===== src/rtl/gray_frame_ctrl.sv =====
// Frame-level sequencer for the RGB-to-grayscale datapath: streams a byte-interleaved
// RGB frame into the gray unit and writes each gray result to a linear pixel address.
module gray_frame_ctrl #(
    parameter int WIDTH    = 300,
    parameter int HEIGHT   = 400,
    parameter int GRAY_LAT = 1,
    parameter int RA_W     = 19,
    parameter int WA_W     = 17
) (
    input  logic            clk,
    input  logic            rst_n,
    input  logic            start,
    input  logic            abort,
    output logic            busy,
    output logic            done,
    output logic            rgb_rd_en,
    output logic [RA_W-1:0] rgb_rd_addr,
    input  logic [7:0]      rgb_rd_data,
    output logic [7:0]      red_out,
    output logic [7:0]      green_out,
    output logic [7:0]      blue_out,
    output logic            pix_valid,
    input  logic [7:0]      gray_in,
    output logic            gray_wr_en,
    output logic [WA_W-1:0] gray_wr_addr,
    output logic [7:0]      gray_wr_data
);

    localparam int NPIX = WIDTH * HEIGHT;
    localparam logic [RA_W-1:0] RD_LAST = RA_W'(3 * NPIX - 1);
    localparam logic [WA_W-1:0] WR_LAST = WA_W'(NPIX - 1);
    localparam logic [RA_W-1:0] RD_ONE  = {{(RA_W-1){1'b0}}, 1'b1};
    localparam logic [WA_W-1:0] WR_ONE  = {{(WA_W-1){1'b0}}, 1'b1};

    typedef enum logic [1:0] {
        IDLE  = 2'd0,
        RUN   = 2'd1,
        DRAIN = 2'd2,
        DONE  = 2'd3
    } state_t;

    state_t          state_r;
    logic            clear_s;
    logic            accept_s;
    logic            last_wr_s;
    logic            tap_s;
    logic            rd_vld_r;
    logic [1:0]      phase_r;
    logic [7:0]      r_hold_r;
    logic [7:0]      g_hold_r;
    logic [WA_W-1:0] wr_cnt_r;

    // Abort only matters once a pass is under way; in IDLE it merely blocks start.
    assign clear_s   = abort && (state_r != IDLE);
    assign accept_s  = (state_r == IDLE) && start && !abort;
    assign last_wr_s = gray_wr_en && (gray_wr_addr == WR_LAST);

    // Frame sequencing FSM: read address generation, busy and done.
    always_ff @(posedge clk or negedge rst_n) begin
        if (!rst_n) begin
            state_r     <= IDLE;
            busy        <= 1'b0;
            done        <= 1'b0;
            rgb_rd_en   <= 1'b0;
            rgb_rd_addr <= {RA_W{1'b0}};
        end else if (clear_s) begin
            state_r     <= IDLE;
            busy        <= 1'b0;
            done        <= 1'b0;
            rgb_rd_en   <= 1'b0;
            rgb_rd_addr <= {RA_W{1'b0}};
        end else begin
            case (state_r)
                IDLE: begin
                    done <= 1'b0;
                    if (accept_s) begin
                        state_r     <= RUN;
                        busy        <= 1'b1;
                        rgb_rd_en   <= 1'b1;
                        rgb_rd_addr <= {RA_W{1'b0}};
                    end else begin
                        busy      <= 1'b0;
                        rgb_rd_en <= 1'b0;
                    end
                end
                RUN: begin
                    if (rgb_rd_addr == RD_LAST) begin
                        state_r   <= DRAIN;
                        rgb_rd_en <= 1'b0;
                    end else begin
                        rgb_rd_addr <= rgb_rd_addr + RD_ONE;
                    end
                end
                DRAIN: begin
                    // The last write is already on the output port; done follows it.
                    if (last_wr_s) begin
                        state_r <= DONE;
                        busy    <= 1'b0;
                        done    <= 1'b1;
                    end else begin
                        state_r <= DRAIN;
                    end
                end
                DONE: begin
                    state_r     <= IDLE;
                    done        <= 1'b0;
                    rgb_rd_addr <= {RA_W{1'b0}};
                end
                default: begin
                    state_r     <= IDLE;
                    busy        <= 1'b0;
                    done        <= 1'b0;
                    rgb_rd_en   <= 1'b0;
                    rgb_rd_addr <= {RA_W{1'b0}};
                end
            endcase
        end
    end

    // Byte-to-pixel assembly: R and G are held until B completes the pixel.
    always_ff @(posedge clk or negedge rst_n) begin
        if (!rst_n) begin
            rd_vld_r  <= 1'b0;
            phase_r   <= 2'd0;
            r_hold_r  <= 8'd0;
            g_hold_r  <= 8'd0;
            red_out   <= 8'd0;
            green_out <= 8'd0;
            blue_out  <= 8'd0;
            pix_valid <= 1'b0;
        end else if (clear_s) begin
            rd_vld_r  <= 1'b0;
            phase_r   <= 2'd0;
            r_hold_r  <= 8'd0;
            g_hold_r  <= 8'd0;
            red_out   <= 8'd0;
            green_out <= 8'd0;
            blue_out  <= 8'd0;
            pix_valid <= 1'b0;
        end else begin
            rd_vld_r  <= rgb_rd_en;
            pix_valid <= 1'b0;
            if (accept_s) begin
                phase_r <= 2'd0;
            end else if (rd_vld_r) begin
                case (phase_r)
                    2'd0: begin
                        r_hold_r <= rgb_rd_data;
                        phase_r  <= 2'd1;
                    end
                    2'd1: begin
                        g_hold_r <= rgb_rd_data;
                        phase_r  <= 2'd2;
                    end
                    2'd2: begin
                        red_out   <= r_hold_r;
                        green_out <= g_hold_r;
                        blue_out  <= rgb_rd_data;
                        pix_valid <= 1'b1;
                        phase_r   <= 2'd0;
                    end
                    default: begin
                        phase_r <= 2'd0;
                    end
                endcase
            end else begin
                phase_r <= phase_r;
            end
        end
    end

    generate
        if (GRAY_LAT == 0) begin : g_no_dly
            assign tap_s = pix_valid;
        end else begin : g_dly
            logic [GRAY_LAT-1:0] dly_r;

            // Valid delay line matching the gray unit's pipeline depth.
            always_ff @(posedge clk or negedge rst_n) begin
                if (!rst_n) begin
                    dly_r <= {GRAY_LAT{1'b0}};
                end else if (clear_s) begin
                    dly_r <= {GRAY_LAT{1'b0}};
                end else begin
                    dly_r[0] <= pix_valid;
                    for (int i = 1; i < GRAY_LAT; i++) begin
                        dly_r[i] <= dly_r[i-1];
                    end
                end
            end

            assign tap_s = dly_r[GRAY_LAT-1];
        end
    endgenerate

    // Output write port: capture gray result and assign the next linear address.
    always_ff @(posedge clk or negedge rst_n) begin
        if (!rst_n) begin
            gray_wr_en   <= 1'b0;
            gray_wr_addr <= {WA_W{1'b0}};
            gray_wr_data <= 8'd0;
            wr_cnt_r     <= {WA_W{1'b0}};
        end else if (clear_s) begin
            gray_wr_en   <= 1'b0;
            gray_wr_addr <= {WA_W{1'b0}};
            gray_wr_data <= 8'd0;
            wr_cnt_r     <= {WA_W{1'b0}};
        end else if (accept_s) begin
            gray_wr_en <= 1'b0;
            wr_cnt_r   <= {WA_W{1'b0}};
        end else if (tap_s) begin
            gray_wr_en   <= 1'b1;
            gray_wr_addr <= wr_cnt_r;
            gray_wr_data <= gray_in;
            wr_cnt_r     <= (wr_cnt_r == WR_LAST) ? wr_cnt_r : (wr_cnt_r + WR_ONE);
        end else begin
            gray_wr_en <= 1'b0;
        end
    end

endmodule

===== config.mk =====
export PLATFORM = sky130hd
export DESIGN_NAME = gray_frame_ctrl
export DESIGN_NICKNAME = d
export VERILOG_FILES = /design/src/rtl/gray_frame_ctrl.sv
export SDC_FILE = /design/constraint.sdc
export NUM_CORES = 1
export LEC_CHECK = 0
export ABC_AREA = 1
export CORE_ASPECT_RATIO = 0.75
export CORE_MARGIN = 2
export CORE_UTILIZATION = 48
export CTS_CLUSTER_DIAMETER = 80
export CTS_CLUSTER_SIZE = 28
export DETAILED_ROUTE_END_ITERATION = 12
export HOLD_SLACK_MARGIN = 0.02
export PLACE_DENSITY = 0.76
export SLEW_MARGIN = 20
export SYNTH_ARGS = -nofsm -noshare
export SYNTH_HDL_FRONTEND = slang
export SYNTH_SLANG_ARGS = --single-unit

===== constraint.sdc =====
create_clock -name clk -period 2.05 [get_ports clk]
set_clock_uncertainty 0.2 [all_clocks]
set_input_delay 0.41 -clock clk [delete_from_list [all_inputs] [get_ports clk]]
set_output_delay 0.41 -clock clk [all_outputs]
set_load 0.05 [all_outputs]

==> Yosys cells after proc, flatten, opt, wreduce, memory -nomap -nowiden <==
Cells that the tools add are included.
{ "totals": {"register_bits": 112, "input_bits": 20, "elab_cells": 126} }
{ "classes": {"n_addsub": 2, "n_eq_ne": 14, "mux": 62, "n_reduce_logical": 30} }
{ "ops": {"columns": ["cell", "count"], "rows": [
  ["$mux W8", 23],
  ["$mux W17", 7],
  ["$mux W19", 3],
  ["$pmux W19 S3", 1],
  ["$eq A17 B17 Y1 const B", 2],
  ["$add A19 B1 Y19 const B", 1],
  ["$eq A19 B19 Y1 const B", 1],
  ["$add A17 B1 Y17 const B", 1],
  ["$mux W1", 17],
  ["$ne A3 B3 Y1 const B", 5],
  ["$reduce_bool A3 Y1", 5],
  ["$mux W2", 6],
  ["$reduce_and A2 Y1", 6],
  ["$reduce_and A3 Y1", 4],
  ["$reduce_bool A2 Y1", 6],
  ["$pmux W2 S4", 1],
  ["$eq A2 B2 Y1 const B", 3],
  ["$pmux W1 S2", 3],
  ["$eq A2 B1 Y1 const B", 2],
  ["$logic_and A1 B1 Y1", 4],
  ["$logic_not A2 Y1", 2],
  ["$pmux W2 S2", 1],
  ["$reduce_bool A4 Y1", 1],
  ["$ne A2 B2 Y1 const B", 1],
  ["other kinds (2)", 2]
]} }

==> Logic depth before layout (Yosys ltp) <==
{ "depth": {"ltp_word": 6, "ltp_mapped": 11, "ltp_nobuf": 10} }

==> Worst setup path after synthesis <==
OpenSTA, ideal clock, no wires.
{ "synth_path": {"kind": "reg-to-reg", "start": "register rgb_rd_addr[0]", "end": "register rgb_rd_addr[5]", "setup_time_ns": 0.083, "arrival_ns": 1.845, "path_slack_ns": -0.078, "path_stages_with_launch": 11, "synth_period_minus_slack_ns": 2.128, "cell_sequence": "dfrtp_1 > ha_1 > nand2_1 > nor2_4 > nand3_1 > nor2_1 > nand2_1 > nand2_2 > buf_6 > nand2_1 > o21ai_0"} }
{ "synth_via": {"elab_chain_len": 4} }
{ "synth_rtl": {"columns": ["element", "line_no", "rtl"], "rows": [
  ["start, declared", "17", "output logic [RA_W-1:0] rgb_rd_addr,"],
  ["start signal, assigned", "65", "rgb_rd_addr <= {RA_W{1'b0}};"],
  ["start signal, assigned", "71", "rgb_rd_addr <= {RA_W{1'b0}};"],
  ["start signal, assigned", "80", "rgb_rd_addr <= {RA_W{1'b0}};"],
  ["$add A19 B1 Y19", "91", "rgb_rd_addr <= rgb_rd_addr + RD_ONE;"],
  ["$mux W19", "87", "if (rgb_rd_addr == RD_LAST) begin"],
  ["$pmux W19 S3", "73", "case (state_r)"],
  ["$mux W19", "66", "end else if (clear_s) begin"]
]} }
Parallel ways exist; a longest one is shown, timed or not. The select of a mux whose other input is x is not followed.
A chain may end at the register's enable or synchronous reset.

==> Worst setup path in the final report <==
{ "layout_path": {"start": "register rgb_rd_addr[0]", "end": "register state_r[0]"} }
{ "layout_via": {"elab_chain_len": 3} }
{ "layout_rtl": {"columns": ["element", "line_no", "rtl"], "rows": [
  ["$eq A19 B19 Y1", "87", null],
  ["$ne A3 B3 Y1 (no line)", null, null],
  ["$reduce_and A2 Y1 (no line)", null, null],
  ["end signal, assigned", "88", "state_r <= DRAIN;"],
  ["end signal, assigned", "97", "state_r <= DONE;"],
  ["end signal, assigned", "101", "state_r <= DRAIN;"],
  ["end, declared", "42", "state_t state_r;"]
]} }
No other way between the ends.

==> out/qor.csv <==
stage,metric,value,unit
drt,drt-initial-drc-count,406,
logic_synthesis,ys_types,35,
floorplanning,core_area,0.0110,mm2
critical_path,critPathKind,reg -> reg,
logic_synthesis,synthAdderAreaFrac,1.60,%
logic_synthesis,ys_seq_elements,112,
logic_synthesis,synth_area_per_cell,8.15,um2
hold_path,worstHoldPathType,reg -> reg,
clock_tree,cts_tree,yes,
global_routing,antenna_found_initial,0,
logic_synthesis,yosys.area.top_type,dfrtp_1,
critical_path,end_kind,flip-flop,
drt,drcViolationCount,0,
sta,rsz0062_at_grt,yes,
critical_path,crit_required,2070,ps
logic_synthesis,synth_top_family_by_area,simple AND/OR/NAND/NOR gates,
logic_synthesis,synth_compound_area_share,9.19,%
placed_design,placed_area,0.00655,mm2
hold_path,hp-start,r_hold_r[7],
floorplanning,die_area,0.0123,mm2
drt,ant_nets,0,
sta,hold_violations,0,
placed_design,port_buffers,92,
critical_path,path_max_fanout,7,
logic_synthesis,muxShareOfSynthArea,0,%
logic_synthesis,synth_fp_nets,697,
sta,slew_violations,0,
power_and_ir_drop,peakVddDrop,0.467,mV
logic_synthesis,synth-simple-area-share,29.4,%
logic_synthesis,synth_xor_area_share,1.92,%
drt,vias,4894,
drt,firstDrtPassIters,5,
clock_tree,clkTransAtPathRegs,70,ps
sta,post-route-min-period,1970,ps
hold_path,min_to,red_out[7],
clock_tree,cts_made_buffers,9,
drt,routed_wl,13400,um
placed_design,dp_cells,912,
floorplanning,start_util,49.5,%
clock_tree,cts_root_buffer,clkbuf_16,
sta,max_freq,507,MHz
floorplanning,die_h,96.4,um
power_and_ir_drop,p_leak,0.00340,uW
logic_synthesis,synth_area,0.00546,mm2
final_layout,fin_nets,816,
final_layout,drive_gt1_share,18.9,%
final_layout,syn_to_final_growth,26.4,%
final_layout,finalNonFillerCells,934,
global_routing,grt_max_degree,42,
flow_run,cap_viol_max_count,0,
sta,worstMarginPinSlew,389,ps
final_layout,nFillCells,946,
floorplanning,pin_count,93,
critical_path,cp_data_arrival_time,2000,ps
critical_path,cp-start-kind,flip-flop,
global_routing,grtUsageTotal,22.6,%
critical_path,crit-reg2reg-capture,state_r[0],
global_routing,grt_pass1_vias,4463,
sta,setup_viol,0,
hold_path,whs_path_depth,2,
floorplanning,row_count,33,
drt,wl_per_cell,14.4,um
drt,viasPerCell,5.24,
clock_tree,clock_latency,340,ps
clock_tree,h-tree-depth,3,
sta,slew_headroom,73.9,%
placed_design,routabilityCongestion,0.894,
logic_synthesis,synth_top_cell_area_share,51.3,%
final_layout,diodes,0,
final_layout,finalInstanceArea,0.00690,mm2
global_routing,overflow,0,
floorplanning,die_w,127,um
sta,fin_crit_sh,96.2,%
critical_path,reg2reg_from,rgb_rd_addr[0],
logic_synthesis,syn_inst,670,
logic_synthesis,ys_top_cells_by_area,"dfrtp_1 (51%), nand2_1 (15%), nand3_1 (6.1%)",
logic_synthesis,synth-warning-count,0,
clock_tree,cts_sinks,112,
critical_path,r2r_slack,80,ps
critical_path,reg2reg_depth,9,
power_and_ir_drop,power_density,900,mW/mm2
outcome,status,completed,
logic_synthesis,yosysSeqAreaShare,51.3,%
clock_tree,clockBufferDepth,2,
global_routing,grt_pass1_wl,21800,um
placed_design,dp_hpwl,9600,um
## power breakdown
part,leakage [uW],internal [uW],switching (uW),total [uW]
combinational,0.00174,690,1230,1920
sequential,0.00153,2460,180,2640
clock,0.000128,865,790,1660
total,0.00340,4010,2200,6210
## worst max-delay path by stage
| stage | cells after the start | endpoint | startpoint |
|---|---|---|---|
| 3_5_place_dp | 8 | gray_wr_addr[2] | abort |
| 3_3_place_gp | 8 | gray_wr_addr[3] | abort |
| 2_1_floorplan | 9 | rgb_rd_addr[5] | rgb_rd_addr[2] |
| 4_1_cts | 10 | rgb_rd_addr[18] | rgb_rd_addr[0] |
| 6_report | 9 | state_r[0] | rgb_rd_addr[0] |
| 5_1_grt | 9 | state_r[1] | rgb_rd_addr[0] |
## sequential cells by signal, indices dropped and copies added, names as in the netlist
| signal | cells |
|---|---|
| rgb_rd_addr | 19 |
| gray_wr_addr | 17 |
| wr_cnt_r | 17 |
| blue_out | 8 |
| g_hold_r | 8 |
| gray_wr_data | 8 |
| green_out | 8 |
| r_hold_r | 8 |
| red_out | 8 |
| phase_r | 2 |
| state_r | 2 |
| busy | 1 |
| done | 1 |
| g_dly.dly_r | 1 |
| gray_wr_en | 1 |
| pix_valid | 1 |
| rd_vld_r | 1 |
| rgb_rd_en | 1 |
## cell usage after synthesis (all sizes together)
master,count
nand2,213
dfrtp,112
nand3,68
nor2,64
inv,63
o21ai,62
buf,16
nand4,13
a22o,11
xor2,9
ha,7
a21oi,6
nor3,5
o22ai,5
or2,3
xnor2,3
and2,2
clkbuf,2
nand3b,1
nor4,1
o211ai,1
o21a,1
o21bai,1
o31ai,1
## layer usage
metal / routed length, um / GRT usage, % / up-vias / share of wire, %
li1: - / - / 2418 / -
met3: 909 / 7.05 / 11 / 6.8
met2: 5990 / 34.7 / 147 / 45
met1: 6420 / 32.4 / 2318 / 48
met4: 93 / 3.48 / 0 / 0.69
met5: 0 / 0 / - / 0
## kinds of logic (layout without fill, tap and decap cells)
family                   after synthesis  after routing
flip-flops                           112            112
adder cells (fa/ha/maj)                7              7
AO/OA/AOI/OAI                         88             88
buffers and inverters                 81            204
AND/OR/NAND/NOR                      370            371
XOR/XNOR                              12             12
## area by class of cell
type,count,area (um2),share of cell area [%]
Tap cell,140,175,2.54
Inverter,63,236,3.43
Clock buffer,11,243,3.52
Clock inverter,5,40.0,0.580
Timing Repair Buffer,125,1070,15.6
Sequential cell,112,2810,40.6
Multi-Input combinational cell,478,2330,33.8
## critical path, cell delays in order (launching register included)
cell	delay, ps
dfrtp_2	400
ha_1	180
nand2_1	120
nor2_4	180
nand3_1	150
o21ai_1	220
buf_4	140
nand2_1	90
nand2_1	90
o21ai_1	70
## cell usage in the layout (no fill, tap or decap), drive strengths merged
cell	n
nand2	213
dfrtp	112
buf	106
nand3	68
nor2	65
inv	64
o21ai	62
clkdlybuf4s50	18
nand4	13
a22o	11
clkbuf	11
xor2	9
ha	7
a21oi	6
nor3	5
o22ai	5
or2	3
xnor2	3
clkinvlp	3
and2	2
nor4	1
o31ai	1
nand3b	1
o21bai	1
o211ai	1
o21a	1
clkinv	1
dlygate4sd3	1
## repair_timing
item / in CTS / in global routing
pin swaps: 1 / 1
hold endpoints to repair: 20 / 0
resized for setup: 2 / 6
setup endpoints to repair: 11 / 33
cloned: 0 / 1
hold buffers: 1 / 0
buffers inserted: 2 / 2
## per-stage QoR
| step | setup WS, ps | power (uW) | util (%) | hold WS [ps] | setup TNS [ps] |
|---|---|---|---|---|---|
| floorplan | 71.6 | 3850 | - | -85.6 | 0 |
| global placement | -152 | 4480 | 59.4 | 138 | -6850 |
| detailed placement | -234 | 4550 | 59.4 | 149 | -10290 |
| CTS | 63.9 | 6230 | 62.3 | 276 | 0 |
| global route | -47.3 | 6590 | 62.6 | 302 | -506 |
| finish | 77.7 | 6210 | 62.6 | 275 | 0 |
Note: power is estimated with default switching activity, not from simulation.
